### config.mk
export PLATFORM = sky130hd
export DESIGN_NAME = sap1_controller_sequencer
export DESIGN_NICKNAME = d
export VERILOG_FILES = /design/src/rtl/sap1_controller_sequencer.sv
export SDC_FILE = /design/constraint.sdc
export NUM_CORES = 1
export LEC_CHECK = 0
export BUFFER_PORTS_ARGS = -buffer_cell sky130_fd_sc_hd__buf_2
export CELL_PAD_IN_SITES_DETAIL_PLACEMENT = 1
export CELL_PAD_IN_SITES_GLOBAL_PLACEMENT = 2
export CORE_MARGIN = 5
export CORE_UTILIZATION = 23
export CTS_CLUSTER_SIZE = 24
export DETAILED_ROUTE_END_ITERATION = 16
export GPL_ROUTABILITY_DRIVEN = 0
export PLACE_DENSITY_LB_ADDON = 0.1
export SLEW_MARGIN = 20
export SYNTH_ARGS = -nofsm -noshare
export SYNTH_HDL_FRONTEND = slang
export SYNTH_SLANG_ARGS = --single-unit
export TNS_END_PERCENT = 5
### constraint.sdc
create_clock -name clk -period 2.15 [get_ports clk]
set_clock_uncertainty 0.15 [all_clocks]
set_input_delay 0.215 -clock clk [delete_from_list [all_inputs] [get_ports clk]]
set_output_delay 0.215 -clock clk [all_outputs]
set_load 0.01 [all_outputs]
### src/rtl/sap1_controller_sequencer.sv
// SAP-1 control unit: six-state one-hot ring counter (T1..T6) and instruction decoder.
// Sequencer state moves on the falling edge so the control word is settled for the rising-edge datapath loads.
module sap1_controller_sequencer (
    input  logic        clk,
    input  logic        sync_reset,
    input  logic [3:0]  opcode,
    output logic [11:0] con,
    output logic        cp,
    output logic        ep,
    output logic        low_m_en,
    output logic        low_ce,
    output logic        low_i_en,
    output logic        low_ei,
    output logic        low_a_en,
    output logic        ea,
    output logic        su,
    output logic        eu,
    output logic        low_b_en,
    output logic        low_o_en,
    output logic [5:0]  t_state,
    output logic        halted
);

    localparam logic [3:0] OP_LDA = 4'b0000;
    localparam logic [3:0] OP_ADD = 4'b0001;
    localparam logic [3:0] OP_SUB = 4'b0010;
    localparam logic [3:0] OP_OUT = 4'b1110;
    localparam logic [3:0] OP_HLT = 4'b1111;

    // Control word bit order: {cp, ep, low_m_en, low_ce, low_i_en, low_ei, low_a_en, ea, su, eu, low_b_en, low_o_en}
    localparam logic [11:0] CON_IDLE = 12'h3E3;
    localparam logic [11:0] CON_T1   = 12'h5E3;
    localparam logic [11:0] CON_T2   = 12'hBE3;
    localparam logic [11:0] CON_T3   = 12'h263;

    typedef enum logic [5:0] {
        T1 = 6'b000001,
        T2 = 6'b000010,
        T3 = 6'b000100,
        T4 = 6'b001000,
        T5 = 6'b010000,
        T6 = 6'b100000
    } ring_e;

    ring_e state;

    // NOTE: sequential state uses non-blocking assignments so every register sees pre-edge values.
    always_ff @(negedge clk) begin
        if (sync_reset) begin
            state  <= T1;
            halted <= 1'b0;
        end else if (!halted) begin
            if (state == T4 && opcode == OP_HLT) begin
                halted <= 1'b1;
            end else begin
                case (state)
                    T1:      state <= T2;
                    T2:      state <= T3;
                    T3:      state <= T4;
                    T4:      state <= T5;
                    T5:      state <= T6;
                    T6:      state <= T1;
                    default: state <= T1;
                endcase
            end
        end
    end

    assign t_state = state;

    // NOTE: con gets its idle default first so no path through the decoder can infer a latch.
    always_comb begin
        con = CON_IDLE;
        if (!halted) begin
            case (state)
                T1: con = CON_T1;
                T2: con = CON_T2;
                T3: con = CON_T3;
                T4: begin
                    case (opcode)
                        OP_LDA, OP_ADD, OP_SUB: con = 12'h1A3;
                        OP_OUT:                 con = 12'h3F2;
                        default:                con = CON_IDLE;
                    endcase
                end
                T5: begin
                    case (opcode)
                        OP_LDA:         con = 12'h2C3;
                        OP_ADD, OP_SUB: con = 12'h2E1;
                        default:        con = CON_IDLE;
                    endcase
                end
                T6: begin
                    case (opcode)
                        OP_LDA:  con = 12'h3E3;
                        OP_ADD:  con = 12'h3C7;
                        OP_SUB:  con = 12'h3CF;
                        default: con = CON_IDLE;
                    endcase
                end
                default: con = CON_IDLE;
            endcase
        end
    end

    assign {cp, ep, low_m_en, low_ce, low_i_en, low_ei,
            low_a_en, ea, su, eu, low_b_en, low_o_en} = con;

endmodule
### Yosys cells after proc, flatten, opt, wreduce, memory -nomap -nowiden

Cells that the tools add are included.

| operators by class | value |
|---|---|
| equality and inequality tests | 10 |
| multiplexer cells | 8 |
| bitwise gates (word level) | 2 |
| reductions and logical operators | 5 |

Operators with widths:

| operator | count |
|---|---|
| $pmux 12 s6 | 1 |
| $pmux 6 s5 | 1 |
| $pmux 10 s2 | 1 |
| $pmux 9 s2 | 1 |
| $mux 12 | 1 |
| $pmux 6 s2 | 1 |
| $eq 4x4->1 const B | 2 |
| $eq 6x1->1 const B | 1 |
| $eq 6x2->1 const B | 1 |
| $eq 6x3->1 const B | 1 |
| $eq 6x4->1 const B | 1 |
| $eq 6x5->1 const B | 1 |
| $eq 6x6->1 const B | 1 |
| $eq 4x1->1 const B | 1 |
| $eq 4x2->1 const B | 1 |
| $logic_not 4->1 | 1 |
| $reduce_or 3->1 | 1 |
| $mux 1 | 2 |
| $not 1->1 | 2 |
| $reduce_and 2->1 | 1 |
| $reduce_or 2->1 | 1 |
| $logic_and 1x1->1 | 1 |

| storage, ports and cells | value |
|---|---|
| register bits | 7 |
| bits of input ports | 6 |
| output and inout port bits | 31 |
| logic and storage cells | 27 |

### Longest topological paths before layout

Gate-level depths: netlist of run 1.

| logic depth | value |
|---|---|
| depth after elaboration | 5 |
| depth in mapped cells | 7 |
| gate-level depth less buffers | 4 |

==> results of run 1 <==
==> cells in the mapped netlist (3+ instances only) <==
cell,n,share of area (%)
sky130_fd_sc_hd__nor2b_1,3,2.4
sky130_fd_sc_hd__nor3_1,4,2.6
sky130_fd_sc_hd__o211ai_1,3,2.9
sky130_fd_sc_hd__nor2_1,11,5.4
sky130_fd_sc_hd__buf_4,13,13
sky130_fd_sc_hd__dfxtp_1,7,18
sky130_fd_sc_hd__nand3b_1,3,2.9
sky130_fd_sc_hd__buf_2,4,2.6
sky130_fd_sc_hd__nand3_1,5,3.3
sky130_fd_sc_hd__nand2_1,9,4.4
sky130_fd_sc_hd__a21oi_1,5,3.3
==> cells by family after synthesis <==
family                 after synthesis  synth area share, %
AND/OR/NAND/NOR                     50                 40.5
buffers and inverters               21                 19.2
flip-flops                           7                 18.3
XOR/XNOR                             3                 3.43
AO/OA/AOI/OAI                       20                 18.6
==> where the power goes <==
part	internal, mW	switching, mW
logic	0.146	0.132
clock network	0.0838	0.0841
registers	0.137	0.0229
==> placed cells by master (no fill, tap or decap), types with 3 or more instances in the layout <==
cell                       synthesis  routed
sky130_fd_sc_hd__nand2_1           9       8
sky130_fd_sc_hd__a21oi_1           5       5
sky130_fd_sc_hd__dfxtp_4           0       7
sky130_fd_sc_hd__inv_1             1       8
sky130_fd_sc_hd__buf_2             4      30
sky130_fd_sc_hd__nor3_1            4       3
sky130_fd_sc_hd__nor2_1           11       8
sky130_fd_sc_hd__nand3_1           5       3
sky130_fd_sc_hd__o211ai_1          3       3
sky130_fd_sc_hd__clkbuf_4          0       3
sky130_fd_sc_hd__buf_6             2      13
sky130_fd_sc_hd__nand3b_1          3       3
sky130_fd_sc_hd__buf_4            13      25
sky130_fd_sc_hd__nor2_4            1       3
==> layer usage <==
metal | global-route usage, % | wire, um
met1 | 15.4 | 1210
met2 | 24.1 | 1440
met3 | 2.50 | 166
met4 | 4.81 | 10
met5 | 0 | 0
==> critical path, stage by stage, from the launching register on <==
cell and delay, ns:
sky130_fd_sc_hd__dfxtp_4 0.37, sky130_fd_sc_hd__nor4_4 0.33, sky130_fd_sc_hd__nand2_1 0.11, sky130_fd_sc_hd__and4bb_2 0.30
sky130_fd_sc_hd__buf_2 0.13
==> repair_timing <==
| action | 4_1_cts | 5_1_grt |
|---|---|---|
| endpoints found under the hold margin | 0 | 0 |
| resized for setup | 29 | 14 |
| hold buffers | 0 | 0 |
| buffers inserted | 0 | 0 |
| endpoints found under the setup margin | 31 | 31 |
| pin swaps | 8 | 2 |
==> worst paths after layout <==
path,from,end,slack (ns)
setup reg to reg,t_state[4],t_state[2],0.66
hold / removal,halted,t_state[0],0.47
setup / recovery,t_state[0],con[3],-0.85
hold reg to reg,halted,t_state[0],0.47
==> state kept, by name, indices dropped and copies added (netlist names) <==
| register | flops |
|---|---|
| halted | 1 |
| t_state | 6 |
==> final cells by class <==
class	count	area (um^2)
fillers	411	1980
multi-input cells	73	548
repair buffers	68	484
flip-flops and latches	7	166
well taps	46	57.6
clock inverters	8	30.0
clock buffers	3	22.5
==> through the flow <==
step                      setup slack [ns]  instance area [um^2]
after floorplan                     -0.750                   768
after global placement              -0.641                  1100
after detailed placement            -0.674                  1100
after CTS                           -0.873                  1250
after global routing                -0.971                  1310
final                               -0.851                  1310
==> results.rst, run 1 <==
.. list-table::
   :header-rows: 1

   * - Metric
     - Value
   * - Detailed-route wire length per cell
     - 13.8 um
   * - Area grow syn2layout
     - 70.6%
   * - Buffers added on ports
     - 36
   * - DP HPWL
     - 2260 um
   * - Deepest level of the CTS H-tree
     - 1
   * - Post-synthesis sequential area ratio
     - 18.3%
   * - Total CTS buffers
     - 3
   * - Least-Margin Pin Slew
     - 0.286 ns
   * - Die H
     - 67.7 um
   * - Total placed cells including tap cells
     - 195
   * - Most instantiated flip-flop cell in the synthesis netlist
     - sky130_fd_sc_hd__dfxtp_1
   * - Average cell area after synthesis
     - 7.59 um^2
   * - CTS clock-pin slew for the worst setup and hold paths
     - 0.03 ns
   * - Clock Tree Root
     - sky130_fd_sc_hd__clkbuf_4
   * - Placeable core area
     - 3280 um^2
   * - Count of synthesis-stage warnings from yosys
     - 0
   * - Clock insertion delay at the later pin of the skew report
     - 0.31 ns
   * - Arrival time at the worst endpoint
     - 2.64 ns
   * - Layout Cells excl Fill
     - 205
   * - Initial antenna violation count
     - 0
   * - Global-route wire length before repair
     - 4690 um
   * - Startpoint class of the critical path
     - flop
   * - Number of instances in the synthesized netlist
     - 101
   * - Hold-critical path depth
     - 3
   * - Antenna violation net count after detailed routing
     - 0
   * - Crit-path max FO
     - 7
   * - Via count normalized by instance count
     - 4.66
   * - Cell area after synthesis
     - 767 um^2
   * - Worst Reg2Reg Path Length in Cells
     - 6
   * - Starting Density
     - 23.4%
   * - Largest net degree at the start of global routing
     - 11
   * - Detailed router's first-iteration violation count
     - 14
   * - FP Rows
     - 21
   * - RSZ-0062 raised after global routing
     - yes
   * - Number of distinct library cell variants in the gate-level netlist after synthesis
     - 38
   * - Floorplan die width
     - 67.7 um
   * - Power density relative to cell area
     - 463 nW/um^2
   * - Final net count
     - 166
   * - Post-Route Utilization
     - 39.8%
   * - Ratio of cells with drive above 1 in the final layout
     - 62.3%
   * - Final hold violation count
     - 0
   * - Kind of end point of the critical path
     - output pin
   * - Number of global-route vias before repair
     - 1056
   * - Final max-slew violation count
     - 0
   * - Summed negative setup slack over all endpoints
     - -20.08 ns
   * - Max-Cap Viols
     - 0
   * - GR Util All Layers
     - 13.3%
   * - Overall power
     - 606 uW
   * - Final WL
     - 2820 um
   * - Final count of negative-setup-slack endpoints
     - 31
   * - Yosys reg bits
     - 7
   * - Number of enable flip-flop cells after synthesis
     - 0
   * - IO Count
     - 37
   * - Overall via count from detail_route
     - 956
   * - Remaining routing DRC violations
     - 0
   * - Leakage dissipation
     - 0.612 nW
   * - Total die area
     - 4590 um^2
   * - N_diodes
     - 0
   * - Crit path setup slack, layout
     - -0.851 ns
   * - Syn nets
     - 107
   * - Worst hold slack
     - 0.467 ns
   * - Worst Path Class, Setup
     - reg -> out
   * - Number of buffers between clock root and the deepest sink
     - 2
   * - Worst min-delay path category
     - reg -> reg
   * - Async set or reset register ratio after synthesis
     - 0%
   * - Total global routing overflow
     - 0
   * - Violated checks
     - negative setup slack
   * - Worst rel slew slack
     - 80.8%
   * - Worst endpoint required time
     - 1.78 ns
   * - Peak supply drop
     - 353 uV
   * - Clock sink count
     - 7
   * - Result of the run
     - finished with violations
   * - Length of the first detailed-routing pass in iterations
     - 4
   * - Clock tree from TritonCTS
     - done
(Power assumes the default switching activity.)
==> run 2, diff against run 1 <==
--- a/config.mk
+++ b/config.mk
@@ -18,4 +18,4 @@
 export SYNTH_ARGS = -nofsm -noshare
 export SYNTH_HDL_FRONTEND = slang
 export SYNTH_SLANG_ARGS = --single-unit
-export TNS_END_PERCENT = 5
+export TNS_END_PERCENT = 50
==> run 2 against run 1 <==
- the flow still finishes with violations (negative setup slack)
- wire length increased by 6.3%
- critical endpoint is now con[9]
- first-iteration DRC count up 93%
- cell count is 6.3% higher
- global-route usage rose by 0.73 points
- flip-flop and latch count stayed put
- clock-buffer cell count unchanged
- utilization up 6.1 points
- sequential power barely moved
- non-clock buffer count increased by 13
- setup slack got worse by 0.037 ns
- die area did not move
- register-to-register slack got worse by 0.15 ns
==> results.rst, run 2 (synthesized netlist as in run 1, its figures left out) <==
.. list-table::
   :header-rows: 1

   * - Metric
     - Value
   * - DP HPWL
     - 2150 um (-4.7%)
   * - Detailed router's first-iteration violation count
     - 27 (+13)
   * - Starting Density
     - 23.4% (unchanged)
   * - CTS clock-pin slew for the worst setup and hold paths
     - 0.05 ns (+0.02 ns)
   * - Stages on the worst setup path
     - 6 (+2)
   * - Total global routing overflow
     - 0 (unchanged)
   * - Worst Path Class, Setup
     - reg -> out
   * - Initial antenna violation count
     - 0 (unchanged)
   * - Floorplan die width
     - 67.7 um (unchanged)
   * - Total die area
     - 4590 um^2 (unchanged)
   * - Global-route wire length before repair
     - 4870 um (+4.0%)
   * - Combined buffer and inverter count along the critical path
     - 2 (+1)
   * - Clock tree from TritonCTS
     - done
   * - Crit path setup slack, layout
     - -0.887 ns (-0.0366 ns)
   * - Worst setup path startpoint
     - t_state[3]
   * - Kind of end point of the critical path
     - output pin
   * - Worst Reg2Reg Path Length in Cells
     - 7 (+1)
   * - Startpoint class of the critical path
     - flop
   * - Antenna violation net count after detailed routing
     - 0 (unchanged)
   * - Clock insertion delay at the later pin of the skew report
     - 0.33 ns (+0.02 ns)
   * - Worst rel slew slack
     - 80.6% (-0.27 points)
   * - Largest net degree at the start of global routing
     - 11 (unchanged)
   * - Final net count
     - 179 (+7.8%)
   * - Peak supply drop
     - 253 uV (-28%)
   * - GR Util All Layers
     - 14.1% (+0.73 points)
   * - Ratio of cells with drive above 1 in the final layout
     - 69.2% (+6.9 points)
   * - Number of fill cells
     - 417 (+1.5%)
   * - Reg2reg start
     - t_state[1]
   * - RSZ-0062 raised after global routing
     - yes
   * - Worst hold slack
     - 0.436 ns (-0.0312 ns)
   * - Buffers added on ports
     - 36 (unchanged)
   * - Violated checks
     - negative setup slack
   * - Result of the run
     - finished with violations
   * - Remaining routing DRC violations
     - 0 (unchanged)
   * - Number of flip-flops under the largest register name
     - 6 (unchanged)
   * - Overall via count from detail_route
     - 1013 (+6.0%)
   * - Peak-usage layer in the global routing report
     - met2
   * - Highest-count cells in the layout ignoring fill and taps
     - sky130_fd_sc_hd__buf_4 (34), sky130_fd_sc_hd__buf_2 (24), sky130_fd_sc_hd__buf_6 (23)
   * - Crit-path max FO
     - 6 (-1)
   * - Least-Margin Pin Slew
     - 0.290 ns (+0.00399 ns)
   * - CTS Hold Buffers Added
     - 0 (unchanged)
   * - Die H
     - 67.7 um (unchanged)
   * - N_diodes
     - 0 (unchanged)
   * - Grt met1 use
     - 17.2% (+1.8 points)
   * - Reg2reg end
     - t_state[0]
   * - Standard cell with the maximum stage delay on the critical path
     - sky130_fd_sc_hd__dfxtp_4
   * - Placeable core area
     - 3280 um^2 (unchanged)
   * - Deepest level of the CTS H-tree
     - 1 (unchanged)
   * - Critical Path End
     - con[9]
   * - Final max-slew violation count
     - 0 (unchanged)
   * - Via count normalized by instance count
     - 4.65 (-0.36%)
   * - Leakage dissipation
     - 0.720 nW (+18%)
   * - Clock Tree Root
     - sky130_fd_sc_hd__clkbuf_4
   * - Area grow syn2layout
     - 96.9%
   * - Total CTS buffers
     - 3 (unchanged)
   * - Cell-by-cell trace of the critical path
     - buf_6 > nor3_4 > nand3b_1 > a31oi_2 > nand4_1 > buf_2
   * - Detailed-route wire length per cell
     - 13.8 um (about the same)
   * - Worst endpoint required time
     - 1.78 ns (about the same)
   * - Max incr delay on CP
     - 0.37 ns (about the same)
   * - Met2 track demand over resource in global routing
     - 23.0% (-1.1 points)
   * - Kind of cell adding the most delay to the critical path
     - flip-flops
   * - Arrival time at the worst endpoint
     - 2.67 ns (+0.03 ns)
   * - Final hold violation count
     - 0 (unchanged)
   * - Power density relative to cell area
     - 456 nW/um^2 (-1.5%)
   * - Clock sink count
     - 7 (unchanged)
   * - Met3 global-route usage
     - 2.16% (-0.33 points)
   * - Final WL
     - 3000 um (+6.3%)
   * - Length of the first detailed-routing pass in iterations
     - 4 (unchanged)
   * - Worst min-delay path category
     - reg -> reg
   * - Post-Route Utilization
     - 46.0% (+6.1 points)
   * - IO Count
     - 37 (unchanged)
   * - FP Rows
     - 21 (unchanged)
   * - Final count of negative-setup-slack endpoints
     - 31 (unchanged)
   * - Number of global-route vias before repair
     - 1075 (+1.8%)
   * - Number of buffers between clock root and the deepest sink
     - 2 (unchanged)
   * - Max-Cap Viols
     - 0 (unchanged)
   * - Register-to-register setup slack
     - 0.51 ns (-0.15 ns)
   * - Most common cell after layout, fill and taps aside
     - sky130_fd_sc_hd__buf_4
## run 2: cell types whose count changed in the layout (fill, tap and decap cells not counted), moves of 2 or more
cell | previous run | this run
sky130_fd_sc_hd__buf_2 | 30 | 24
sky130_fd_sc_hd__buf_4 | 25 | 34
sky130_fd_sc_hd__nand2_1 | 8 | 6
sky130_fd_sc_hd__buf_6 | 13 | 23
## run 2: how the worst min path moves through the flow
stage               startpoint         end  cells after the start
CTS                 t_state[4]  t_state[4]                      2
floorplan            opcode[2]    low_b_en                      2
finish              t_state[4]  t_state[4]                      2
global route        t_state[4]  t_state[4]                      2
global placement    t_state[4]  t_state[4]                      2
detailed placement  t_state[4]  t_state[4]                      2
## run 2: metal layers
layer	routed length, um	share of wire (%)
met3	109	3.6
met4	55	1.8
met2	1570	52
met5	0	0
met1	1270	42
## run 2: per-stage QoR
step                      instance area, um^2  cells  worst slack, ns  total power, mW  setup TNS (ns)
after floorplan                           833    101           -0.738            0.359          -11.17
after global placement                   1160    196           -0.561            0.457          -11.97
after detailed placement                 1160    196           -0.596            0.463          -12.25
after CTS                                1400    214           -0.883            0.670          -21.05
after global routing                     1510    218           -0.971            0.744          -23.27
final                                    1510    218           -0.887            0.689          -20.80
## run 2: worst reg2reg max path: cells and delay by family (launching register included)
kind / cells / cell delay, ns
compound gates: 3 / 0.45
flops: 1 / 0.38
buf+inv: 3 / 0.39
xor+xnor: 1 / 0.19
## run 2: cell type report
type	instances	area [um^2]	area share [%]
multi-input cells	73	599	39.7
flip-flops and latches	7	166	11.0
clock buffers	3	22.5	1.49
clock inverters	8	30.0	1.99
repair buffers	81	634	42.0
well taps	46	57.6	3.81
## run 2: what timing repair did
action / in CTS / in global routing
gates resized for setup: 38 / 16
pin swaps: 15 / 13
endpoints found under the setup margin: 31 / 31
setup buffers: 9 / 4
## run 2: power by group
| part | internal [mW] | switching, mW |
|---|---|---|
| clock network | 0.0840 | 0.0880 |
| registers | 0.137 | 0.0266 |
| logic | 0.201 | 0.153 |
==> run 3, diff against run 2 <==
==> constraint.sdc (replaced) <==
create_clock -name clk -period 3.1 [get_ports clk]
set_clock_uncertainty 0.15 [all_clocks]
set_input_delay 0.31 -clock clk [delete_from_list [all_inputs] [get_ports clk]]
set_output_delay 0.31 -clock clk [all_outputs]
set_load 0.01 [all_outputs]
==> run 3 against run 2 <==
- the flow still finishes with violations (negative setup slack)
- via count fell by 3.5%
- setup slack improved by 0.36 ns
- total power fell by 35%
- wire length fell by 4.0%
- first-iteration DRC count rose by 37%
- sequential power fell by 30%
- worst hold slack improved by 0.033 ns
- die area did not move
- global-route usage fell by 1.4 points
- critical endpoint is now con[6]
- largest cell class is now multi-input gates
==> results.rst, run 3 (synthesized netlist as in run 1, its figures left out) <==
.. list-table::
   :header-rows: 1

   * - Metric
     - Value
   * - Result of the run
     - finished with violations
   * - Violated checks
     - negative setup slack
   * - Power density relative to cell area
     - 323 nW/um^2 (-29%)
   * - IO Count
     - 37 (unchanged)
   * - CTS clock-pin slew for the worst setup and hold paths
     - 0.05 ns (about the same)
   * - Global-route wire length before repair
     - 4440 um (-8.8%)
   * - Arrival time at the worst endpoint
     - 3.17 ns (+0.50 ns)
   * - Final net count
     - 176 (-1.7%)
   * - Worst hold slack
     - 0.470 ns (+0.0334 ns)
   * - Combinational share of power
     - 48.2% (-3.1 points)
   * - Clock insertion delay at the later pin of the skew report
     - 0.33 ns (about the same)
   * - CTS Hold Buffers Added
     - 0 (unchanged)
   * - Final WL
     - 2880 um (-4.0%)
   * - Final max-slew violation count
     - 0 (unchanged)
   * - Min-Delay Startpoint
     - halted
   * - Reg2reg start
     - t_state[0]
   * - Worst min-delay path category
     - reg -> reg
   * - Detailed router's first-iteration violation count
     - 37 (+37%)
   * - Antenna violation net count after detailed routing
     - 0 (unchanged)
   * - Net Sw Power
     - 177 uW (-34%)
   * - Placeable core area
     - 3280 um^2 (unchanged)
   * - Layout Cells excl Fill
     - 215 (-1.4%)
   * - GR Util All Layers
     - 12.7% (-1.4 points)
   * - Clock tree from TritonCTS
     - done
   * - Total die area
     - 4590 um^2 (unchanged)
   * - Ratio of cells with drive above 1 in the final layout
     - 64.5% (-4.7 points)
   * - Max-Cap Viols
     - 0 (unchanged)
   * - RSZ-0062 raised after global routing
     - yes
   * - Final hold violation count
     - 0 (unchanged)
   * - Crit-path max FO
     - 7 (+1)
   * - Crit path setup slack, layout
     - -0.532 ns (+0.355 ns)
   * - DP HPWL
     - 2140 um (-0.21%)
   * - Total placed cells including tap cells
     - 194 (-1.0%)
   * - Worst rel slew slack
     - 81.2% (+0.59 points)
   * - Deepest level of the CTS H-tree
     - 1 (unchanged)
   * - Worst setup path startpoint
     - t_state[0]
   * - Floorplan die width
     - 67.7 um (unchanged)
   * - Initial antenna violation count
     - 0 (unchanged)
   * - Most common cell after layout, fill and taps aside
     - sky130_fd_sc_hd__buf_4
   * - Least-Margin Pin Slew
     - 0.282 ns (-0.00875 ns)
   * - Leakage dissipation
     - 0.687 nW (-4.5%)
   * - Summed negative setup slack over all endpoints
     - -11.17 ns (+9.63 ns)
   * - N_diodes
     - 0 (unchanged)
   * - Total global routing overflow
     - 0 (unchanged)
   * - Overall power
     - 451 uW (-35%)
   * - FP Rows
     - 21 (unchanged)
   * - Highest-count cells in the layout ignoring fill and taps
     - sky130_fd_sc_hd__buf_4 (35), sky130_fd_sc_hd__buf_2 (30), sky130_fd_sc_hd__buf_6 (13)
   * - Number of global-route vias before repair
     - 947 (-12%)
   * - Clock network fraction of design power
     - 26.6% (+1.6 points)
   * - Area grow syn2layout
     - 82.2%
   * - Overall via count from detail_route
     - 978 (-3.5%)
   * - Cell internal power dissipation
     - 274 uW (-35%)
   * - Clock sink count
     - 7 (unchanged)
   * - Clock Tree Root
     - sky130_fd_sc_hd__clkbuf_4
   * - Detailed-route wire length per cell
     - 13.4 um (-2.6%)
   * - Die H
     - 67.7 um (unchanged)
   * - Kind of end point of the critical path
     - output pin
   * - Via count normalized by instance count
     - 4.55 (-2.1%)
   * - Total CTS buffers
     - 3 (unchanged)
   * - Number of buffers between clock root and the deepest sink
     - 2 (unchanged)
   * - Largest net degree at the start of global routing
     - 12 (+1)
   * - Remaining routing DRC violations
     - 0 (unchanged)
   * - Worst Path Class, Setup
     - reg -> out
   * - Worst endpoint required time
     - 2.64 ns (+0.86 ns)
   * - Startpoint class of the critical path
     - flop
   * - Length of the first detailed-routing pass in iterations
     - 3 (-1)
   * - Number of flip-flops under the largest register name
     - 6 (unchanged)
   * - Starting Density
     - 23.4% (unchanged)
   * - Final count of negative-setup-slack endpoints
     - 26 (-16%)
   * - Part of the total power dissipated in sequential elements
     - 25.2% (+1.5 points)
   * - Peak supply drop
     - 186 uV (-27%)
   * - Switch share
     - 39.2% (+0.48 points)
   * - Buffers added on ports
     - 36 (unchanged)
[run 3: layer usage]
| metal | routed length [um] | GRT usage (%) | vias to the layer above |
|---|---|---|---|
| li1 | - | - | 489 |
| met1 | 1310 | 16.7 | 466 |
| met2 | 1420 | 19.4 | 21 |
| met3 | 123 | 2.50 | 2 |
| met4 | 24 | 6.33 | 0 |
| met5 | 0 | 0 | - |
[run 3: final timing paths]
kind	to	slack [ns]	cells past startpoint
worst min register to register	t_state[4]	0.47	2
worst max register to register	t_state[3]	1.46	8
worst min-delay path	t_state[4]	0.47	2
worst max-delay path	con[6]	-0.53	6
[run 3: timing repair]
| item | in CTS | in global routing |
|---|---|---|
| resized for setup | 23 | 11 |
| setup buffers | 5 | 7 |
| endpoints found under the setup margin | 25 | 27 |
| pin swaps | 11 | 10 |
[run 3: final cells by class]
class	count	area, um^2
Clock inverter	8	30.0
Fill cell	418	1890
Tap cell	46	57.6
Sequential cell	7	160
Clock buffer	3	22.5
Timing Repair Buffer	78	559
Multi-Input combinational cell	73	568
[run 3: critical path, cell delays in order, from the launching register on]
cell and delay [ns]:
sky130_fd_sc_hd__dfxtp_4 0.38, sky130_fd_sc_hd__buf_4 0.14, sky130_fd_sc_hd__buf_6 0.12, sky130_fd_sc_hd__nor2_4 0.09, sky130_fd_sc_hd__and3b_2 0.24, sky130_fd_sc_hd__o211ai_1 0.14
sky130_fd_sc_hd__buf_2 0.17
[run 3: metrics by stage]
stage / cell area (um^2) / setup WS, ns / utilization [%]
floorplan: 831 / -0.358 / -
global placement: 1140 / -0.190 / 34.7
detailed placement: 1140 / -0.301 / 34.7
CTS: 1310 / -0.528 / 39.8
global route: 1400 / -0.609 / 42.6
finish: 1400 / -0.532 / 42.6
[run 3: power groups by stage]
stage | sequential [mW] | combinational, mW | clock, mW
6_report | 0.114 | 0.217 | 0.120
5_1_grt | 0.115 | 0.236 | 0.134
3_3_place_gp | 0.112 | 0.188 | 0.0159
3_5_place_dp | 0.114 | 0.190 | 0.0159
4_1_cts | 0.112 | 0.220 | 0.125
2_1_floorplan | 0.107 | 0.126 | 0.0159
